[src/rtl/rx_pkg.sv]
// Shared types and sizing for the receive-chain channel arbiter and related blocks.
package rx_pkg;
    localparam int CHANNELS         = 8;
    localparam int PARALLEL_SAMPLES = 8;
    localparam int SAMPLE_WIDTH     = 16;
    localparam int DATA_WIDTH       = PARALLEL_SAMPLES * SAMPLE_WIDTH;
    localparam int CHANNEL_ID_WIDTH = $clog2(CHANNELS);

    typedef logic [DATA_WIDTH-1:0] word_t;

    typedef enum logic {
        IDLE,
        GRANT
    } rx_arb_state_t;
endpackage

[src/rtl/rr_priority_select.sv]
// Rotating priority encoder: picks the first set request above last_grant, wrapping.
module rr_priority_select #(
    parameter int N = 8,
    parameter int W = $clog2(N)
) (
    input  logic [N-1:0] req,
    input  logic [W-1:0] last_grant,
    output logic [W-1:0] grant,
    output logic         any
);
    logic [W-1:0] idx;

    always_comb begin
        grant = '0;
        any   = 1'b0;
        idx   = '0;
        // Offset N wraps back onto last_grant itself, so it is the lowest priority.
        for (int off = 1; off <= N; off++) begin
            idx = W'((int'(last_grant) + off) % N);
            if (!any && req[idx]) begin
                grant = idx;
                any   = 1'b1;
            end
        end
    end
endmodule

[src/rtl/rx_channel_arbiter.sv]
// Round-robin burst arbiter merging the per-channel receive streams into one
// AXI-Stream output with a single registered output stage.
module rx_channel_arbiter
    import rx_pkg::*;
#(
    parameter int CHANNELS    = rx_pkg::CHANNELS,
    parameter int DATA_WIDTH  = rx_pkg::DATA_WIDTH,
    parameter int BURST_WIDTH = 8,
    parameter int ID_W        = $clog2(CHANNELS)
) (
    input  logic                           clk,
    input  logic                           reset_n,
    input  logic [BURST_WIDTH-1:0]         cfg_burst_len,
    input  logic [CHANNELS-1:0]            cfg_enable,
    input  logic [CHANNELS*DATA_WIDTH-1:0] s_data,
    input  logic [CHANNELS-1:0]            s_valid,
    output logic [CHANNELS-1:0]            s_ready,
    output logic [DATA_WIDTH-1:0]          m_data,
    output logic                           m_valid,
    output logic                           m_last,
    output logic [ID_W-1:0]                m_channel,
    input  logic                           m_ready,
    output logic                           busy
);
    rx_arb_state_t           state_q, state_d;
    logic [ID_W-1:0]         grant_q, grant_d;
    logic [ID_W-1:0]         last_grant_q, last_grant_d;
    logic [BURST_WIDTH-1:0]  len_q, len_d;
    logic [BURST_WIDTH:0]    count_q, count_d;
    logic [DATA_WIDTH-1:0]   m_data_q, m_data_d;
    logic                    m_valid_q, m_valid_d;
    logic                    m_last_q, m_last_d;
    logic [ID_W-1:0]         m_channel_q, m_channel_d;

    logic [CHANNELS-1:0]     req;
    logic [ID_W-1:0]         sel_grant;
    logic                    sel_any;
    logic                    out_free;
    logic                    accept;
    logic                    last_word;
    logic [DATA_WIDTH-1:0]   ch_word [CHANNELS];

    assign req = s_valid & cfg_enable;

    rr_priority_select #(
        .N (CHANNELS),
        .W (ID_W)
    ) u_select (
        .req        (req),
        .last_grant (last_grant_q),
        .grant      (sel_grant),
        .any        (sel_any)
    );

    // Ready passes straight through from downstream: the output register can
    // take a new word whenever it is empty or being drained this cycle.
    assign busy      = (state_q == GRANT);
    assign out_free  = !m_valid_q || m_ready;
    assign accept    = busy && out_free && s_valid[grant_q];
    assign last_word = (count_q == {1'b0, len_q});

    for (genvar gi = 0; gi < CHANNELS; gi++) begin : g_chan
        assign ch_word[gi] = s_data[gi*DATA_WIDTH +: DATA_WIDTH];
        assign s_ready[gi] = busy && out_free && (grant_q == ID_W'(gi));
    end

    always_comb begin
        state_d      = state_q;
        grant_d      = grant_q;
        last_grant_d = last_grant_q;
        len_d        = len_q;
        count_d      = count_q;
        m_data_d     = m_data_q;
        m_valid_d    = m_valid_q;
        m_last_d     = m_last_q;
        m_channel_d  = m_channel_q;

        case (state_q)
            IDLE: begin
                if (sel_any) begin
                    grant_d      = sel_grant;
                    last_grant_d = sel_grant;
                    len_d        = cfg_burst_len;
                    count_d      = '0;
                    state_d      = GRANT;
                end
            end
            GRANT: begin
                if (accept && last_word) begin
                    state_d = IDLE;
                end
            end
            default: state_d = IDLE;
        endcase

        if (accept) begin
            m_data_d    = ch_word[grant_q];
            m_channel_d = grant_q;
            m_last_d    = last_word;
            m_valid_d   = 1'b1;
            count_d     = count_q + 1'b1;
        end else if (m_ready) begin
            m_valid_d = 1'b0;
        end
    end

    always_ff @(posedge clk or negedge reset_n) begin
        if (!reset_n) begin
            state_q      <= IDLE;
            grant_q      <= '0;
            last_grant_q <= ID_W'(CHANNELS - 1);
            len_q        <= '0;
            count_q      <= '0;
            m_data_q     <= '0;
            m_valid_q    <= 1'b0;
            m_last_q     <= 1'b0;
            m_channel_q  <= '0;
        end else begin
            state_q      <= state_d;
            grant_q      <= grant_d;
            last_grant_q <= last_grant_d;
            len_q        <= len_d;
            count_q      <= count_d;
            m_data_q     <= m_data_d;
            m_valid_q    <= m_valid_d;
            m_last_q     <= m_last_d;
            m_channel_q  <= m_channel_d;
        end
    end

    assign m_data    = m_data_q;
    assign m_valid   = m_valid_q;
    assign m_last    = m_last_q;
    assign m_channel = m_channel_q;
endmodule

[config.mk]
export PLATFORM = sky130hd
export DESIGN_NAME = rx_channel_arbiter
export DESIGN_NICKNAME = d
export VERILOG_FILES = /design/src/rtl/rx_pkg.sv /design/src/rtl/rr_priority_select.sv /design/src/rtl/rx_channel_arbiter.sv
export SDC_FILE = /design/constraint.sdc
export NUM_CORES = 1
export LEC_CHECK = 0
export CORE_AREA = 4 4 466 468
export CTS_BUF_LIST = sky130_fd_sc_hd__clkbuf_4
export DETAILED_ROUTE_END_ITERATION = 10
export DIE_AREA = 0 0 470 472
export DONT_BUFFER_PORTS = 1
export GPL_ROUTABILITY_DRIVEN = 0
export REMOVE_ABC_BUFFERS = 1
export SLEW_MARGIN = 25
export SYNTH_ARGS = -nofsm -noshare
export SYNTH_HDL_FRONTEND = slang
export SYNTH_SLANG_ARGS = --single-unit
[constraint.sdc]
create_clock -name clk -period 7.9 [get_ports clk]
set_input_delay 0.79 -clock clk [delete_from_list [all_inputs] [get_ports clk]]
set_output_delay 0.79 -clock clk [all_outputs]
set_load 0.02 [all_outputs]
==> out/results.tsv <==
metric	value	unit
ys_types	61	
p_per_area	432	mW/mm^2
rsz0062_at_grt	false	
drt_iter0_drc	1726	
cp_data_arrival_time	4720	ps
numCtsBuffers	17	
grt_pass1_wl	229	mm
die_h	472	um
cts-root-buf	clkbuf_4	
vdd_ir_drop_max	0.000292	V
clockBufferDepth	2	
worst_skew_pair.late_latency	930	ps
reg2regPathDepth	9	
vias	14100	
nets	2131	
dp_slack	4110	ps
ys_seq_elements	157	
cts_tree	built	
cp_max_fo	36	
worstSetupPathType	register to register	
routed_wl	201	mm
clock.fmax	255	MHz
tightest_slew	1050	ps
finalSetupViolCount	0	
route.detailed.drc	0	
synthCells	1145	
relSlewSlack	0.297	
multi_input_area	0.00993	sq mm
start_kind	register	
ctsResizeCount	0	
hold_class	input port to register	
ctsHoldBuffers	10	
std_cell_rows	170	
whs	225	ps
io_pins	1193	
clk_pin_slew	190	ps
yosys_warnings	0	
clock_skew	55.6	ps
holdPathStages	2	
first_global_vias	12200	
drv_cap	0	
fillers	24700	
postRouteAntennaNets	0	
r2r_setup_slack	3980	ps
drive_gt1_frac	0.320	
post-place-cells	3884	
rr_startpoint	last_grant_q[0]	
cts_setup_buffers	0	
clock-sinks	157	
finalPower	7.98	mW
fin_crit_sh	0.497	
wire_per_inst	48.9	um
portBuffers	0	
firstDrtPassIters	8	
synth_top_area_frac	0.424	
synth_seq_area_share	0.273	
worstHoldStart	m_ready	
async_flop_share	1.00	
synth_area_per_cell	12.6	sq um
initial_core_util	0.0674	
synth_edf_count	0	
grt_max_degree	167	
regArea	0.00394	sq mm
place_hpwl	182	mm
die_w	470	um
fin_ws	3980	ps
p_leak	5.97	nW
outcome	finished, final reports clean	
viasPerCell	3.43	
post-synth-top-area-cell	mux4_2	
syn_area	0.0144	sq mm
slew_viol_final	0	
fin_cells	4118	
synth_area_leaders	mux4_2 42%, dfrtp_1 27%, mux2i_1 9.0%	
end_kind	register	
core_area	0.214	sq mm
r2r_end	count_q[7]	
synth_flop_cell	dfrtp_1	
worst-endpoint-required	8700	ps
areaGrowthSynthToFinish	28.5	%
die-area	0.222	sq mm
finalSetupTns	0	ps
grt.overflow.total	0	
hold_end	m_valid	
htreeDepth	4	
period_minus_slack	3920	ps
antenna_found_initial	490	
hold_viol	0	
track_usage	0.175	
## placed cells by master (no fill, tap or decap), drive strengths merged, types with 3 or more instances in the layout
cell,instances
a211o,3
a211oi,3
a21boi,3
a21oi,11
a31oi,3
and2,6
and3,6
buf,19
clkbuf,18
clkinv,8
dfrtp,154
dfstp,3
diode,190
dlygate4sd3,9
ha,3
inv,8
mux2,9
mux2i,130
mux4,271
nand2,160
nand2b,9
nand3,15
nand3b,4
nand4,5
nor2,26
nor3,10
o2111ai,3
o211ai,5
o21a,5
o21ai,138
o22ai,3
xnor2,11
xor2,3
## per-stage QoR
step / utilization / instance area, sq um
after global routing: 0.0851 / 18200
after global placement: 0.0823 / 17600
after floorplan: - / 13900
final: 0.0865 / 18500
after CTS: 0.0841 / 18000
after detailed placement: 0.0824 / 17600
## synthesized netlist by cell type, drive strengths merged, types with 2 or more instances
cell     number
o211ai        5
nand2b        9
mux2i       130
a22oi         2
o211a         2
a21o          2
nand2       160
o21a          5
a31o          2
o21ai       138
clkbuf       69
and3b         2
inv           3
xor2          3
nor2         26
dfstp         3
or3           2
ha            3
nor2b         2
buf          46
a21oi        11
o22ai         3
mux4        271
nand3b        4
xnor2        11
a211oi        3
mux2          9
and3          6
nand3        15
and2          6
nor3         10
dfrtp       154
a21boi        3
a31oi         3
o2111ai       3
nand4         5
nor4          2
a211o         3
## logic make-up after synthesis
group / Yosys count / synth area share
mux: 410 / 0.523
xor+xnor: 14 / 0.00905
compound gates: 194 / 0.0782
buf+inv: 118 / 0.0364
flops: 157 / 0.273
simple gates: 249 / 0.0773
fa+ha+maj: 3 / 0.00261
## worst max-delay path by stage
stage	start	to	slack, ps	cells after the start
final	last_grant_q[0]	count_q[7]	3980	9
after global routing	grant_q[2]	s_ready[4]	3650	2
after CTS	grant_q[0]	s_ready[1]	3520	3
after detailed placement	last_grant_q[0]	count_q[8]	4110	9
after global placement	grant_q[2]	busy	4180	6
after floorplan	grant_q[0]	count_q[5]	-7520	5
## routing by layer
| layer | GRT usage | vias to the layer above | share of wire |
|---|---|---|---|
| li1 | - | 4712 | - |
| met1 | 0.168 | 6534 | 0.32 |
| met2 | 0.290 | 1801 | 0.46 |
| met3 | 0.131 | 823 | 0.17 |
| met4 | 0.0540 | 252 | 0.044 |
| met5 | 0.0125 | - | 0.0084 |
## where the power goes
| part | switching (mW) | total (mW) | leakage [nW] | internal [mW] |
|---|---|---|---|---|
| clock network | 0.505 | 0.640 | 0.138 | 0.135 |
| registers | 1.24 | 2.44 | 1.92 | 1.21 |
| logic | 2.80 | 4.90 | 3.91 | 2.09 |
| total | 4.55 | 7.98 | 5.97 | 3.43 |
## state kept, by name, indices dropped and copies added, names as in the netlist
signal	flops
m_last	1
len_q	8
count_q	9
grant_q	3
m_channel	3
m_data	128
m_valid	1
busy	1
last_grant_q	3
## critical path: stages (launching register included)
cell and delay [ps]:
dfstp_2 1030, inv_1 200, ha_1 320, xor2_2 350, mux4_2 380, mux2_2 330
nor2b_1 170, a31oi_4 560, nor2_1 150, a211o_1 320
## final cells by class
type,instances,area share
clock buffers,18,0.00731
clock inverters,14,0.00602
repair buffers,28,0.0174
diodes,190,0.0257
inverters,3,0.000609
well taps,2838,0.192
multi-input cells,870,0.537
flip-flops and latches,157,0.213
No activity file was read; power rests on OpenSTA's default activity.
